## src/rtl/cordic_result_buffer.sv

```systemverilog
// Gain-compensates CORDIC rotation results (x * 1/K in Q4.8) and buffers them in a FWFT FIFO.
// Latency: 2 cycles input to out_valid. No input backpressure: results are dropped and counted when full.
module cordic_result_buffer #(
    parameter int ID_WIDTH = 8,
    parameter int DEPTH    = 8,
    parameter int GAIN_Q08 = 155,
    parameter int AF_GAP   = 3
) (
    input  logic                       clock,
    input  logic                       reset_n,
    input  logic                       in_valid,
    input  logic signed [11:0]         in_x,
    input  logic signed [11:0]         in_y,
    input  logic        [ID_WIDTH-1:0] in_id,
    output logic                       out_valid,
    input  logic                       out_ready,
    output logic signed [11:0]         out_x,
    output logic signed [11:0]         out_y,
    output logic        [ID_WIDTH-1:0] out_id,
    output logic                       almost_full,
    output logic                       overflow,
    output logic        [7:0]          drop_count
);

    localparam int PW = $clog2(DEPTH);
    localparam int CW = PW + 1;
    localparam logic [CW-1:0] DEPTH_C = CW'(DEPTH);

    // Round-half-up via +128 before the arithmetic shift; |result| <= 1240 so the truncation is lossless.
    function automatic logic signed [11:0] gain_comp(input logic signed [11:0] v);
        logic signed [20:0] prod;
        prod = 21'(v) * $signed(21'(GAIN_Q08)) + 21'sd128;
        return 12'(prod >>> 8);
    endfunction

    logic                       c_vld_q;
    logic signed [11:0]         c_x_q;
    logic signed [11:0]         c_y_q;
    logic        [ID_WIDTH-1:0] c_id_q;

    logic signed [11:0]         mem_x_q  [DEPTH];
    logic signed [11:0]         mem_y_q  [DEPTH];
    logic        [ID_WIDTH-1:0] mem_id_q [DEPTH];

    logic [PW-1:0] wr_ptr_q, wr_ptr_d;
    logic [PW-1:0] rd_ptr_q, rd_ptr_d;
    logic [CW-1:0] count_q, count_d;
    logic          ovf_q, ovf_d;
    logic [7:0]    drop_q, drop_d;

    logic pop, push, full, drop;

    always_comb begin
        full = (count_q == DEPTH_C);
        pop  = (count_q != '0) && out_ready;
        // A pop on the same edge frees the slot, so a full FIFO still accepts.
        push = c_vld_q && (!full || pop);
        drop = c_vld_q && full && !pop;

        wr_ptr_d = push ? wr_ptr_q + PW'(1) : wr_ptr_q;
        rd_ptr_d = pop  ? rd_ptr_q + PW'(1) : rd_ptr_q;

        count_d = count_q;
        if (push && !pop) begin
            count_d = count_q + CW'(1);
        end else if (pop && !push) begin
            count_d = count_q - CW'(1);
        end

        ovf_d  = ovf_q | drop;
        drop_d = (drop && drop_q != 8'hFF) ? drop_q + 8'd1 : drop_q;
    end

    always_ff @(posedge clock or negedge reset_n) begin
        if (!reset_n) begin
            c_vld_q  <= 1'b0;
            c_x_q    <= '0;
            c_y_q    <= '0;
            c_id_q   <= '0;
            wr_ptr_q <= '0;
            rd_ptr_q <= '0;
            count_q  <= '0;
            ovf_q    <= 1'b0;
            drop_q   <= '0;
            for (int i = 0; i < DEPTH; i++) begin
                mem_x_q[i]  <= '0;
                mem_y_q[i]  <= '0;
                mem_id_q[i] <= '0;
            end
        end else begin
            c_vld_q  <= in_valid;
            c_x_q    <= gain_comp(in_x);
            c_y_q    <= gain_comp(in_y);
            c_id_q   <= in_id;
            wr_ptr_q <= wr_ptr_d;
            rd_ptr_q <= rd_ptr_d;
            count_q  <= count_d;
            ovf_q    <= ovf_d;
            drop_q   <= drop_d;
            if (push) begin
                mem_x_q[wr_ptr_q]  <= c_x_q;
                mem_y_q[wr_ptr_q]  <= c_y_q;
                mem_id_q[wr_ptr_q] <= c_id_q;
            end
        end
    end

    assign out_valid   = (count_q != '0);
    assign out_x       = mem_x_q[rd_ptr_q];
    assign out_y       = mem_y_q[rd_ptr_q];
    assign out_id      = mem_id_q[rd_ptr_q];
    assign almost_full = (DEPTH - int'(count_q)) <= AF_GAP;
    assign overflow    = ovf_q;
    assign drop_count  = drop_q;

endmodule

```

## config.mk

```make
export PLATFORM = sky130hd
export DESIGN_NAME = cordic_result_buffer
export DESIGN_NICKNAME = d
export VERILOG_FILES = /design/src/rtl/cordic_result_buffer.sv
export SDC_FILE = /design/constraint.sdc
export NUM_CORES = 1
export LEC_CHECK = 0
export CAP_MARGIN = 20
export CORE_UTILIZATION = 60
export CTS_CLUSTER_SIZE = 24
export DETAILED_ROUTE_END_ITERATION = 8
export PLACE_DENSITY = 0.79
export SETUP_SLACK_MARGIN = 0.05
export SLEW_MARGIN = 30
export SYNTH_ARGS = -nofsm -noshare
export SYNTH_HDL_FRONTEND = slang
export SYNTH_SLANG_ARGS = --single-unit
```

## constraint.sdc

```tcl
create_clock -name clock -period 6.07 [get_ports clock]
set_input_delay 1.214 -clock clock [delete_from_list [all_inputs] [get_ports clock]]
set_output_delay 1.214 -clock clock [all_outputs]
set_load 0.01 [all_outputs]
```

==> impl_metrics.json, run 1 <==
{
  "cts.sinks": 308,
  "coreArea_mm2": 0.0279,
  "cts_hold_buf": 0,
  "yosys-top-cells-area": "dfrtp_1, mux2_2, ha_1",
  "grt_antenna_before_repair": 0,
  "synth_warnings": 0,
  "cts_resized": 0,
  "n_antenna_cell": 0,
  "clkTransAtPathRegs_ns": 0.06,
  "dpl.hpwl_um": 21200,
  "clk_path_buf_depth": 3,
  "yosysSeqAreaShare_pct": 45.0,
  "ys_ff_latch": 308,
  "critPathCaptureType": "flip-flop",
  "wl_um": 32100,
  "finClkSkew_ns": 0.0105,
  "synth_ff_type": "dfrtp_1",
  "io_pins": 79,
  "finalNetCount": 1495,
  "ir_worst_vdd_uv": 267,
  "firstDrtPassIters": 4,
  "post-cts-setup-buffers": 0,
  "drv_slew": 0,
  "yosysTopAreaCell": "dfrtp_1",
  "gp_congestion": 0.831,
  "reg2regPathDepth": 8,
  "critical_path.max_fanout": 5,
  "worstHoldPathCells": 1,
  "clk_root_buffer_cell": "clkbuf_16",
  "drive_gt1_share_pct": 33.6,
  "fin_crit_sh_pct": 87.6,
  "fin_util_pct": 69.5,
  "synth_top_area_share_pct": 45.0,
  "grt_pass1_wl_um": 54000,
  "final_common_cell": "dfrtp_1",
  "area_growth_pct": 13.2,
  "numCtsBuffers": 30,
  "drt-initial-drc-count": 400,
  "tns_ns": 0,
  "finalCriticalPeriod_ns": 5.32,
  "status": "finished, final reports clean",
  "critical_path_class": "in2reg",
  "maxCapViolCount": 0,
  "num_vias": 9639,
  "worstMarginPinSlew_ns": 0.883,
  "grt_pass1_vias": 10350,
  "dieArea_mm2": 0.0293,
  "syn_area_mm2": 0.0171,
  "max_slew_margin_pct": 41.0,
  "layout_common_cells": "dfrtp_1, mux2_2, ha_1, inv_1, clkdlybuf4s50_1",
  "initial_core_util_pct": 61.4,
  "overflow": 0,
  "avgViaCountPerCell": 5.74,
  "grt_max_degree": 121,
  "leakage_nw": 8.75,
  "cts_tree": "yes",
  "fp.dieH_um": 171,
  "synth.avg_cell_area_um2": 14.3,
  "ys_async_sr_fraction_pct": 100,
  "p_per_area_mw_per_mm2": 556,
  "cp.arrival_ns": 5.74,
  "port_buffers": 78,
  "hold_viol_final": 0,
  "setup_viol": 0,
  "antenna_left": 0,
  "syn_inst": 1195,
  "synth_edf_count": 0,
  "synth_cell_type_count": 54,
  "start_kind": "primary input",
  "min_path_type": "reg2reg",
  "worstPathRequired_ns": 6.49,
  "syn-num-nets": 1412,
  "drc": 0,
  "htreeDepth": 1,
  "wl_per_cell_um": 19.1,
  "rows": 61,
  "rsz0062_at_grt": "false",
  "fmax_mhz": 188,
  "die_width_um": 171,
  "grtUsageTotal_pct": 23.5,
  "clk_latency_ns": 0.55
}
[cell families (layout without fill, tap and decap cells)]
family / Yosys count / after routing / share of synthesized area [%]
compound gates: 71 / 71 / 2.81
simple gates: 85 / 85 / 2.76
buf+inv: 157 / 264 / 4.09
xor+xnor: 35 / 35 / 1.79
fa+ha+maj: 181 / 181 / 15.9
flops: 308 / 308 / 45.0
mux: 358 / 358 / 27.7
[metal layers]
layer / wire, um / up-vias / global-route usage, %
met5: 0 / - / 0
met4: 425 / 0 / 4.43
met3: 1140 / 39 / 2.80
met2: 15800 / 156 / 39.9
met1: 14800 / 5006 / 33.0
li1: - / 4438 / -
[state kept, by name (all words and copies together), names as in the netlist]
register,count
rd_ptr_q,3
drop_count,8
c_x_q,12
wr_ptr_q,3
mem_id_q,64
c_y_q,12
c_id_q,8
mem_x_q,96
mem_y_q,96
overflow,1
c_vld_q,1
count_q,4
[cells in the mapped netlist (all sizes together) (9+ instances only)]
master	count
nand2	20
fa	61
mux4	64
dfrtp	308
xor2	9
ha	120
a21oi	18
nand3	9
xnor2	26
buf	32
o21ai	14
clkbuf	16
inv	109
mux2	293
nor2	25
[area by class of cell]
type,instances,area [um^2]
sequential,308,7720
tap,378,473
timing repair buffer,99,976
clock buffer,43,901
clock inverter,13,175
multi-input combinational,730,8750
inverter,109,409
fill,1960,8530
[worst paths after layout]
path	start	end	slack (ns)
max in group asynchronous	reset_n	mem_x_q[11]$_DFFE_PN0P_	4.08
min reg2reg	overflow$_DFF_PN0_	overflow$_DFF_PN0_	0.47
max reg2reg	count_q[0]$_DFFE_PN0P_	mem_x_q[21]$_DFFE_PN0P_	2.58
max	in_x[4]	c_x_q[7]$_DFF_PN0_	0.75
min	overflow$_DFF_PN0_	overflow$_DFF_PN0_	0.47
min in group asynchronous	reset_n	drop_count[5]$_DFFE_PN0P_	0.58
[critical path, cell delays in order]
cell and delay [ns]:
clkdlybuf4s50_1 0.48, ha_1 0.36, fa_1 0.48, inv_1 0.05
fa_1 0.53, inv_1 0.06, fa_1 0.47, ha_1 0.32
ha_1 0.36, and4_1 0.21, a2111o_1 0.48, a31oi_1 0.37
o21ai_0 0.18, xor2_1 0.16
[metrics by stage]
step           instance area, um^2  instances  setup slack (ns)  power [mW]  hold WS, ns
2_1_floorplan                17100       1195              1.00        7.26        0.452
3_3_place_gp                 18300       1623             0.308        8.66        0.451
3_5_place_dp                 18300       1624             0.231        8.85        0.462
4_1_cts                      19400       1680             0.784        10.9        0.478
5_1_grt                      19400       1680             0.502        11.6        0.489
6_report                     19400       1680             0.752        10.8        0.467
[power breakdown]
part | internal (mW) | total (mW) | switching [mW] | leakage (nW)
Clock | 1.20 | 1.96 | 0.761 | 0.521
Combinational | 2.92 | 4.95 | 2.03 | 4.52
Sequential | 3.07 | 3.89 | 0.818 | 3.71
(Power assumes the default switching activity.)
==> run 2: changes to the inputs <==
--- a/config.mk
+++ b/config.mk
@@ -5,7 +5,7 @@
 export SDC_FILE = /design/constraint.sdc
 export NUM_CORES = 1
 export LEC_CHECK = 0
-export CAP_MARGIN = 20
+export CORE_MARGIN = 4
 export CORE_UTILIZATION = 60
 export CTS_CLUSTER_SIZE = 24
 export DETAILED_ROUTE_END_ITERATION = 8
==> impl_metrics.json, run 2 (same netlist as run 1, synthesis figures left out) <==
{
  "instances_no_fill": 1670,
  "cts_hold_buf": 0,
  "initial_core_util_pct": 61.2,
  "fill_cells": 1951,
  "start_kind": "primary input",
  "avgViaCountPerCell": 5.77,
  "cts.sinks": 308,
  "io_pins": 79,
  "coreArea_mm2": 0.0280,
  "cp.arrival_ns": 5.72,
  "overflow": 0,
  "rows": 61,
  "worstMarginPinSlew_ns": 0.877,
  "cts_resized": 0,
  "final_area_mm2": 0.0193,
  "grt_pass1_vias": 10523,
  "critical_path.max_fanout": 5,
  "dieArea_mm2": 0.0313,
  "finalCriticalPeriod_ns": 5.31,
  "worstPathRequired_ns": 6.49,
  "setup_viol": 0,
  "hold_viol_final": 0,
  "dp.cells": 1618,
  "finClkSkew_ns": 0.0180,
  "critPathCaptureType": "flip-flop",
  "gp_congestion": 0.851,
  "p_per_area_mw_per_mm2": 554,
  "drc": 0,
  "leakage_nw": 8.70,
  "r2r_slack_ns": 2.61,
  "maxCapViolCount": 0,
  "holdWs_ns": 0.483,
  "drive_gt1_share_pct": 33.0,
  "final_common_cell": "dfrtp_1",
  "setup_slack_ns": 0.762,
  "critical_path_class": "in2reg",
  "finalNetCount": 1489,
  "n_antenna_cell": 0,
  "max_slew_margin_pct": 41.4,
  "pre_cts_slack_ns": 0.212,
  "min_path_type": "reg2reg",
  "drt-initial-drc-count": 393,
  "layout_common_cells": "dfrtp_1, mux2_2, ha_1, inv_1, clkdlybuf4s50_1",
  "grtUsageTotal_pct": 21.4,
  "antenna_left": 0,
  "post-cts-setup-buffers": 0,
  "num_vias": 9641,
  "cts_tree": "yes",
  "fin_util_pct": 68.8,
  "fmax_mhz": 188,
  "htreeDepth": 1,
  "fin_crit_sh_pct": 87.4,
  "ir_worst_vdd_uv": 277,
  "firstDrtPassIters": 4,
  "grt_antenna_before_repair": 0,
  "clkTransAtPathRegs_ns": 0.06,
  "clk_latency_ns": 0.54,
  "area_growth_pct": 12.4,
  "port_buffers": 78,
  "largestRegisters": "mem_x_q x96, mem_y_q x96, mem_id_q x64",
  "wl_per_cell_um": 19.2,
  "grt_max_degree": 162,
  "fp.dieH_um": 177,
  "numCtsBuffers": 29,
  "tns_ns": 0,
  "clk_path_buf_depth": 3,
  "wl_um": 32100,
  "rsz0062_at_grt": "false",
  "die_width_um": 177,
  "placed_cell_area_mm2": 0.0183,
  "clk_root_buffer_cell": "clkbuf_16",
  "grt_pass1_wl_um": 54400,
  "drv_slew": 0,
  "power_mw": 10.7,
  "status": "finished, final reports clean",
  "dpl.hpwl_um": 21300
}
run 2: per-layer routing:
| layer | vias up | GRT usage, % | share of wire [%] | wire (um) |
|---|---|---|---|---|
| li1 | 4437 | - | - | - |
| met1 | 5020 | 30.9 | 46 | 14800 |
| met2 | 151 | 36.2 | 49 | 15900 |
| met3 | 33 | 2.44 | 3.4 | 1080 |
| met4 | 0 | 3.48 | 1.2 | 382 |
| met5 | - | 0 | 0 | 0 |
run 2: report_power, final:
group	leakage (nW)	switching [mW]	internal (mW)
clock network	0.488	0.750	1.11
logic	4.50	2.03	2.93
registers	3.71	0.808	3.07
total	8.70	3.59	7.10
run 2: critical path, cell delays in order:
cell             delay [ns]
clkdlybuf4s50_1        0.48
ha_1                   0.36
fa_1                   0.49
inv_1                  0.05
fa_1                   0.53
inv_1                  0.06
fa_1                   0.48
ha_1                   0.31
ha_1                   0.36
and4_1                 0.21
a2111o_1               0.48
a31oi_1                0.37
o21ai_0                0.18
xor2_1                 0.16
run 2: area by class of cell:
class                           instances  area, um^2  share of cell area [%]
Inverter                              109         409                    2.12
Clock inverter                         13         178                   0.922
Timing Repair Buffer                   94         938                    4.87
Clock buffer                           38         810                    4.20
Sequential cell                       308        7720                    40.0
Tap cell                              378         473                    2.45
Multi-Input combinational cell        730        8750                    45.4
run 2: final timing paths:
check,from,to,cells after the start
max reg2reg,count_q[0]$_DFFE_PN0P_,mem_x_q[20]$_DFFE_PN0P_,8
max,in_x[4],c_x_q[7]$_DFF_PN0_,14
min in group asynchronous,reset_n,drop_count[4]$_DFFE_PN0P_,1
min reg2reg,mem_y_q[21]$_DFFE_PN0P_,mem_y_q[21]$_DFFE_PN0P_,1
max in group asynchronous,reset_n,mem_x_q[63]$_DFFE_PN0P_,2
min,mem_y_q[21]$_DFFE_PN0P_,mem_y_q[21]$_DFFE_PN0P_,1
